<file path="src/rtl/single_port_ram_bist.sv">
// March BIST initiator for a single-port RAM with one-cycle read latency; 6N+1 cycles per clean run.
// No backpressure: owns the RAM port while busy; start is sampled only in IDLE.
module single_port_ram_bist #(
    parameter int unsigned            ADDR_WIDTH = 6,
    parameter int unsigned            DATA_WIDTH = 8,
    parameter logic [DATA_WIDTH-1:0]  PATTERN    = DATA_WIDTH'(8'h55)
) (
    input  logic                  clk,
    input  logic                  rst_n,
    input  logic                  start,
    output logic                  busy,
    output logic                  done,
    output logic                  pass,
    output logic [ADDR_WIDTH-1:0] fail_addr,
    output logic [DATA_WIDTH-1:0] fail_expected,
    output logic [DATA_WIDTH-1:0] fail_actual,
    output logic [DATA_WIDTH-1:0] ram_data,
    output logic [ADDR_WIDTH-1:0] ram_addr,
    output logic                  ram_we,
    input  logic [DATA_WIDTH-1:0] ram_q
);

    typedef enum logic [2:0] {
        S_IDLE, S_M0, S_M1, S_M2, S_M3, S_CHK, S_DONE
    } state_t;

    localparam logic [ADDR_WIDTH-1:0] ADDR_MAX = '1;
    localparam logic [DATA_WIDTH-1:0] PAT      = PATTERN;
    localparam logic [DATA_WIDTH-1:0] PAT_N    = ~PATTERN;

    state_t                state_q;
    logic [ADDR_WIDTH-1:0] addr_q;
    logic [DATA_WIDTH-1:0] data_q;
    logic                  we_q;
    logic                  wr_ph_q;
    logic                  busy_q;
    logic                  done_q;
    logic                  pass_q;
    logic [ADDR_WIDTH-1:0] fail_addr_q;
    logic [DATA_WIDTH-1:0] fail_exp_q;
    logic [DATA_WIDTH-1:0] fail_act_q;
    logic                  cmp_vld_q;
    logic [DATA_WIDTH-1:0] cmp_exp_q;
    logic [ADDR_WIDTH-1:0] cmp_addr_q;
    logic                  mis;

    // cmp_vld_q marks the cycle in which ram_q returns the word read one cycle earlier.
    assign mis = cmp_vld_q && (ram_q != cmp_exp_q);

    always_ff @(posedge clk or negedge rst_n) begin
        if (!rst_n) begin
            state_q     <= S_IDLE;
            addr_q      <= '0;
            data_q      <= '0;
            we_q        <= 1'b0;
            wr_ph_q     <= 1'b0;
            busy_q      <= 1'b0;
            done_q      <= 1'b0;
            pass_q      <= 1'b0;
            fail_addr_q <= '0;
            fail_exp_q  <= '0;
            fail_act_q  <= '0;
            cmp_vld_q   <= 1'b0;
            cmp_exp_q   <= '0;
            cmp_addr_q  <= '0;
        end else begin
            done_q    <= 1'b0;
            cmp_vld_q <= 1'b0;
            case (state_q)
                S_IDLE: begin
                    if (start) begin
                        state_q     <= S_M0;
                        busy_q      <= 1'b1;
                        pass_q      <= 1'b0;
                        fail_addr_q <= '0;
                        fail_exp_q  <= '0;
                        fail_act_q  <= '0;
                        addr_q      <= '0;
                        we_q        <= 1'b1;
                        data_q      <= PAT;
                    end
                end
                S_DONE: state_q <= S_IDLE;
                default: begin
                    if (mis) begin
                        state_q     <= S_DONE;
                        busy_q      <= 1'b0;
                        done_q      <= 1'b1;
                        pass_q      <= 1'b0;
                        fail_addr_q <= cmp_addr_q;
                        fail_exp_q  <= cmp_exp_q;
                        fail_act_q  <= ram_q;
                        addr_q      <= '0;
                        we_q        <= 1'b0;
                        data_q      <= '0;
                        wr_ph_q     <= 1'b0;
                    end else begin
                        case (state_q)
                            S_M0: begin
                                if (addr_q == ADDR_MAX) begin
                                    state_q <= S_M1;
                                    addr_q  <= '0;
                                    we_q    <= 1'b0;
                                    data_q  <= '0;
                                    wr_ph_q <= 1'b0;
                                end else begin
                                    addr_q <= addr_q + 1'b1;
                                end
                            end
                            S_M1, S_M2: begin
                                if (!wr_ph_q) begin
                                    cmp_vld_q  <= 1'b1;
                                    cmp_exp_q  <= (state_q == S_M1) ? PAT : PAT_N;
                                    cmp_addr_q <= addr_q;
                                    wr_ph_q    <= 1'b1;
                                    we_q       <= 1'b1;
                                    data_q     <= (state_q == S_M1) ? PAT_N : PAT;
                                end else begin
                                    wr_ph_q <= 1'b0;
                                    we_q    <= 1'b0;
                                    data_q  <= '0;
                                    if (state_q == S_M1) begin
                                        if (addr_q == ADDR_MAX) begin
                                            state_q <= S_M2;
                                        end else begin
                                            addr_q <= addr_q + 1'b1;
                                        end
                                    end else if (addr_q == '0) begin
                                        state_q <= S_M3;
                                    end else begin
                                        addr_q <= addr_q - 1'b1;
                                    end
                                end
                            end
                            S_M3: begin
                                cmp_vld_q  <= 1'b1;
                                cmp_exp_q  <= PAT;
                                cmp_addr_q <= addr_q;
                                if (addr_q == ADDR_MAX) begin
                                    state_q <= S_CHK;
                                    addr_q  <= '0;
                                end else begin
                                    addr_q <= addr_q + 1'b1;
                                end
                            end
                            S_CHK: begin
                                state_q <= S_DONE;
                                busy_q  <= 1'b0;
                                done_q  <= 1'b1;
                                pass_q  <= 1'b1;
                            end
                            default: ;
                        endcase
                    end
                end
            endcase
        end
    end

    assign busy          = busy_q;
    assign done          = done_q;
    assign pass          = pass_q;
    assign fail_addr     = fail_addr_q;
    assign fail_expected = fail_exp_q;
    assign fail_actual   = fail_act_q;
    assign ram_data      = data_q;
    assign ram_addr      = addr_q;
    assign ram_we        = we_q;

endmodule

</file>
<file path="config.mk">
export PLATFORM = sky130hd
export DESIGN_NAME = single_port_ram_bist
export DESIGN_NICKNAME = d
export VERILOG_FILES = /design/src/rtl/single_port_ram_bist.sv
export SDC_FILE = /design/constraint.sdc
export NUM_CORES = 1
export LEC_CHECK = 0
export ABC_CLOCK_PERIOD_IN_PS = 5000
export CORE_ASPECT_RATIO = 0.6
export CORE_MARGIN = 10
export CORE_UTILIZATION = 55
export DETAILED_ROUTE_END_ITERATION = 7
export GPL_TIMING_DRIVEN = 0
export PLACE_DENSITY = 0.86
export SYNTH_ARGS = -nofsm -noshare
export SYNTH_HDL_FRONTEND = slang
export SYNTH_SLANG_ARGS = --single-unit
export TNS_END_PERCENT = 5
</file>
<file path="constraint.sdc">
create_clock -name clk -period 5 [get_ports clk]
set_input_delay 1.5 -clock clk [delete_from_list [all_inputs] [get_ports clk]]
set_output_delay 1.5 -clock clk [all_outputs]
set_load 0.1 [all_outputs]
</file>
==> results of run 1 <==
cells by family (layout without fill, tap and decap cells):
family          count (synthesis)  count (layout)  share of synthesized area
simple gates                   72              72                      0.162
compound gates                 53              53                      0.153
buf+inv                        51             110                      0.108
flops                          41              41                      0.425
mux                            30              30                      0.129
fa+ha+maj                       3               3                     0.0156
xor+xnor                        2               2                    0.00726
metal layers:
metal	vias to the layer above	track usage	wire length [um]
met5	-	0	0
met3	15	0.0563	721
met1	1018	0.223	2900
met2	115	0.254	2760
li1	993	-	-
met4	0	0.0493	106
cells in the final DEF (no fill, tap or decap), types with 6 or more instances in the layout:
| cell type | n |
|---|---|
| nand2_1 | 21 |
| mux2_2 | 8 |
| inv_1 | 24 |
| nor3_1 | 6 |
| buf_2 | 8 |
| buf_4 | 12 |
| dfrtp_1 | 41 |
| clkbuf_1 | 6 |
| mux2i_1 | 22 |
| clkbuf_8 | 7 |
| clkdlybuf4s50_1 | 49 |
| a21oi_1 | 7 |
| nor2_1 | 12 |
| o21ai_0 | 13 |
registers in the layout (all words and copies together) (netlist names), 2 cells and up:
signal,flops
fail_addr,6
cmp_exp_q,2
cmp_addr_q,6
state_q,3
fail_actual,8
ram_addr,6
ram_data,2
fail_expected,2
cell type report:
type,count,area [um2]
repair buffers,51,515
flip-flops and latches,41,1030
plain buffers,27,170
fillers,319,1060
clock inverters,1,5.00
clock buffers,7,96.3
well taps,60,75.1
inverters,24,90.1
multi-input cells,160,1130
worst paths after layout:
path	from	to	cells after the start	slack, ns
worst max-delay path	ram_addr[1]	ram_addr[1]	1	1.47
worst max register to register	cmp_exp_q[6]	busy	6	2.89
min in group asynchronous	rst_n	state_q[2]	2	1.15
max in group asynchronous	rst_n	fail_addr[1]	2	3.63
worst min-delay path	busy	busy	1	0.51
worst min register to register	busy	busy	1	0.51
power by group:
group	leakage (nW)	switching, W	internal, W	total [W]
Clock	0.0542	0.000115	0.000125	0.000240
Combinational	1.08	0.0000153	0.0000108	0.0000261
Sequential	0.462	0.000000181	0.000332	0.000332
per-stage QoR:
step                instances  utilization
floorplan                 252            -
global placement          362        0.717
detailed placement        363        0.721
CTS                       371        0.745
global route              371        0.745
finish                    371        0.745
==> impl_metrics.py, run 1 <==
metrics = {
    "status": {
        "outcome": "finished, final reports clean",
    },
    "synth": {
        "seq_area_frac_synth": 0.425,
        "syn_inst": 252,
        "synth_flop_cell": "dfrtp_1",
        "yosysTopAreaCellShare": 0.425,
        "ys_warn_count": 0,
        "ys_ff_latch": 41,
        "ys_types": 52,
        "synth.avg_cell_area_um2": 9.57,
        "synth_nets": 266,
        "synth.top_cells.by_count": "41 x dfrtp_1, 24 x inv_1, 22 x mux2i_1",
        "yosysTopAreaCell": "dfrtp_1",
        "mappedNetlistArea_um2": 2410,
        "synth.most_common_cell": "dfrtp_1",
        "synthTopCellsByArea": "dfrtp_1 43%, mux2i_1 9.1%, buf_4 3.7%",
        "synth-edff-count": 0,
        "async_reset_ff_frac": 1.00,
    },
    "floorplan": {
        "num_rows": 18,
        "die_w_um": 106,
        "start_util": 0.579,
        "die_h_um": 71.3,
        "die-area_um2": 7520,
        "coreArea_um2": 4170,
        "io_pins": 51,
    },
    "global_route": {
        "grt_use_total": 0.167,
        "grt_max_degree": 42,
        "gr-total-overflow": 0,
        "grt_pass1_vias": 2078,
        "antenna_found_initial": 0,
        "grt_pass1_wl_mm": 10.4,
    },
    "worst_setup_path": {
        "path_class": "flop to output pin",
        "cp_max_fo": 9,
        "cp-start-kind": "flop",
        "cp.required_ns": 3.50,
        "critPathCaptureType": "output pin",
        "arrival_ns": 2.03,
        "crit_slowest_cell": "clkdlybuf4s50_1",
        "cp_top_family": "buffers and inverters",
        "cpPeakStageDelay_ns": 1.21,
        "crit_chain": "clkdlybuf4s50_1",
        "path_buf_inv": 1,
    },
    "cts": {
        "cts_sinks": 41,
        "clockBufferDepth": 2,
        "clk_latency_ns": 0.29,
        "numCtsBuffers": 5,
        "root_buffer": "clkbuf_8",
        "cts.clk_slew.worst_paths_ns": 0.08,
        "cts_tree": "yes",
        "ctsHoldBuffers": 0,
        "ctsResizeCount": 0,
        "h-tree-depth": 2,
        "post_cts_buffers": 0,
    },
    "sta": {
        "rsz0062_at_grt": "no",
        "setup_viol": 0,
        "max_freq_ghz": 0.283,
        "finClkSkew_ns": 0.00918,
        "slew_headroom": 0.335,
        "holdWs_ns": 0.514,
        "hold_violations": 0,
        "worstMarginPinSlew_ns": 0.994,
        "finalCriticalPeriod_ns": 3.53,
        "finalCritPeriodShare": 0.706,
        "final-max-slew-violation-count": 0,
        "worst_slack_ns": 1.47,
        "fin_tns_setup_ns": 0,
    },
    "layout": {
        "n_antenna_cell": 0,
        "layout-drive-gt1-share": 0.141,
        "final_nets": 324,
        "syn_to_final_growth_pct": 28.7,
        "final_area_um2": 3100,
    },
    "detailed_routing": {
        "final_antenna_net_count": 0,
        "wire_per_inst_um": 17.5,
        "vias": 2141,
        "routed_wl_mm": 6.49,
        "drc": 0,
        "dr.pass1.iters": 4,
        "drt_iter0_markers": 190,
        "vias_per_cell": 5.77,
    },
    "pwr": {
        "power.leakage_nw": 1.60,
        "total_power_w": 0.000598,
        "peakVddDrop_mv": 0.142,
        "p_per_area_nw_per_um2": 193,
    },
    "placed_design": {
        "post-place-ws_ns": 1.34,
        "gp_congestion": 1.00,
        "dpl_cell_area_um2": 3000,
        "io_buffers": 50,
        "dpl.hpwl_mm": 4.96,
    },
    "hold_path": {
        "hold_class": "flop to flop",
    },
    "run": {
        "maxCapViolCount": 0,
    },
}
(Power assumes the default switching activity.)
==> run 2, diff against run 1 <==
ABC_CLOCK_PERIOD_IN_PS = 3300   (was 5000)
CORE_UTILIZATION = 51   (was 55)
PLACE_DENSITY = 0.81   (was 0.86)
clock period = 3.3 ns   (was 5 ns; I/O delays follow)
==> run 2 against run 1 <==
  * Flip-flop and latch count did not move
  * Sequential power increased by 52%
  * Worst setup slack lost 1.2 ns
  * Non-clock buffer count did not move
  * Sequential share of layout area shrank 0.20 points
  * Clock-buffer cell count did not move
  * Combinational power increased by 48%
  * Clock power increased by 76%
  * Clock skew increased by 0.00096 ns
  * Highest routed layer unchanged
==> impl_metrics.py, run 2 (same netlist as run 1, synthesis figures left out) <==
metrics = {
    "sta": {
        "rsz0062_at_grt": "no",
        "hold_violations": 0,
        "finalCriticalPeriod_ns": 2.99,
        "fin_tns_setup_ns": 0,
        "slew_headroom": 0.340,
        "finalCritPeriodShare": 0.906,
        "max_freq_ghz": 0.334,
        "worstMarginPinSlew_ns": 0.987,
        "setup_viol": 0,
        "finClkSkew_ns": 0.0101,
        "final-max-slew-violation-count": 0,
    },
    "global_route": {
        "grt_pass1_wl_mm": 9.82,
        "grt_use_total": 0.153,
        "gr-total-overflow": 0,
        "antenna_found_initial": 0,
        "grt_pass1_vias": 1945,
        "grt_max_degree": 41,
    },
    "worst_setup_path": {
        "cpPeakStageDelay_ns": 1.20,
        "cp-start-kind": "flop",
        "cp.required_ns": 2.31,
        "reg2reg_depth": 6,
        "path_class": "flop to output pin",
        "rr_endpoint": "busy",
        "crit_slowest_cell": "clkdlybuf4s50_1",
        "crit_chain": "clkdlybuf4s50_1",
        "reg2reg_setup_slack_ns": 1.19,
        "cp_max_fo": 8,
        "path_buf_inv": 1,
        "cp_top_family": "buffers and inverters",
        "r2r-start": "cmp_exp_q[5]",
        "critPathCaptureType": "output pin",
        "arrival_ns": 2.00,
    },
    "placed_design": {
        "dpl.hpwl_mm": 4.69,
        "io_buffers": 50,
        "dpl_cell_area_um2": 3010,
        "gp_congestion": 0.974,
    },
    "floorplan": {
        "die-area_um2": 7970,
        "start_util": 0.529,
        "die_h_um": 73.3,
        "num_rows": 19,
        "coreArea_um2": 4560,
        "die_w_um": 109,
        "io_pins": 51,
    },
    "cts": {
        "ctsHoldBuffers": 0,
        "post_cts_buffers": 0,
        "h-tree-depth": 2,
        "cts.clk_slew.worst_paths_ns": 0.08,
        "cts_sinks": 41,
        "root_buffer": "clkbuf_8",
        "numCtsBuffers": 5,
        "ctsResizeCount": 0,
        "clk_latency_ns": 0.29,
        "cts_tree": "yes",
        "clockBufferDepth": 2,
    },
    "layout": {
        "final_nets": 324,
        "seq_area_um2": 1030,
        "multi_input_area_um2": 1130,
        "mostFrequentLayoutCell": "clkdlybuf4s50_1",
        "layout-drive-gt1-share": 0.138,
        "largest_reg_flops": 8,
        "final_cell_mix": "49 x clkdlybuf4s50_1, 41 x dfrtp_1, 24 x inv_1, 22 x mux2i_1, 21 x nand2_1",
        "final_area_um2": 3120,
        "n_antenna_cell": 0,
        "nFillCells": 370,
        "syn_to_final_growth_pct": 29.5,
    },
    "hold_path": {
        "hold_class": "primary input to async pin",
    },
    "pwr": {
        "internal_power_w": 0.000766,
        "share_comb_of_total_power": 0.040,
        "p_sw_frac": 0.206,
        "power.leakage_nw": 1.60,
        "pwr-share-seq": 0.521,
        "peakVddDrop_mv": 0.226,
        "pwr-share-clk": 0.439,
        "p_per_area_nw_per_um2": 309,
        "p_sw_w": 0.000199,
    },
    "run": {
        "maxCapViolCount": 0,
    },
    "detailed_routing": {
        "final_antenna_net_count": 0,
        "vias": 2082,
        "drt_iter0_markers": 217,
        "drc": 0,
        "dr.pass1.iters": 5,
        "wire_per_inst_um": 16.5,
        "vias_per_cell": 5.57,
        "routed_wl_mm": 6.18,
    },
    "status": {
        "outcome": "finished, final reports clean",
    },
}
-- run 2: cell count changes in the layout (fill, tap and decap cells not counted), sizes merged --
| cell | before | now |
|---|---|---|
| bufinv | 0 | 1 |
| clkinv | 1 | 0 |
-- run 2: per-layer routing --
layer	vias up	part of all wire	track usage
li1	999	-	-
met1	980	0.48	0.220
met2	97	0.41	0.216
met3	6	0.11	0.0515
met4	0	0.0052	0.0335
met5	-	0	0
-- run 2: how the worst max path moves through the flow --
stage	start	end	slack, ns	cells after the start
CTS	ram_addr[5]	ram_addr[5]	0.30	1
global placement	rst_n	ram_addr[0]	0.18	1
floorplan	ram_addr[0]	ram_addr[3]	0.80	7
global route	ram_addr[5]	ram_addr[5]	0.24	1
finish	ram_addr[5]	ram_addr[5]	0.31	1
detailed placement	ram_q[5]	busy	0.20	7
-- run 2: through the flow --
step / total power [W] / utilization / setup slack, ns / instances / hold WS (ns)
after floorplan: 0.000523 / - / 0.797 / 252 / 0.480
after global placement: 0.000550 / 0.655 / 0.182 / 365 / 0.491
after detailed placement: 0.000552 / 0.659 / 0.199 / 366 / 0.498
after CTS: 0.000973 / 0.684 / 0.301 / 374 / 0.470
after global routing: 0.000997 / 0.684 / 0.238 / 374 / 0.466
final: 0.000965 / 0.684 / 0.310 / 374 / 0.476
-- run 2: power groups by stage --
stage	Sequential, W	Combinational (W)	Clock [W]
final	0.000503	0.0000387	0.000423
after CTS	0.000503	0.0000397	0.000431
after global placement	0.000513	0.0000368	0
after global routing	0.000503	0.0000427	0.000452
after floorplan	0.000518	0.00000534	0
after detailed placement	0.000513	0.0000396	0
-- run 2: cell type report --
| class | instances | area share |
|---|---|---|
| Buffer | 27 | 0.0545 |
| Clock buffer | 7 | 0.0276 |
| Clock inverter | 1 | 0.00962 |
| Inverter | 24 | 0.0288 |
| Multi-Input combinational cell | 160 | 0.361 |
| Sequential cell | 41 | 0.329 |
| Tap cell | 63 | 0.0252 |
| Timing Repair Buffer | 51 | 0.165 |
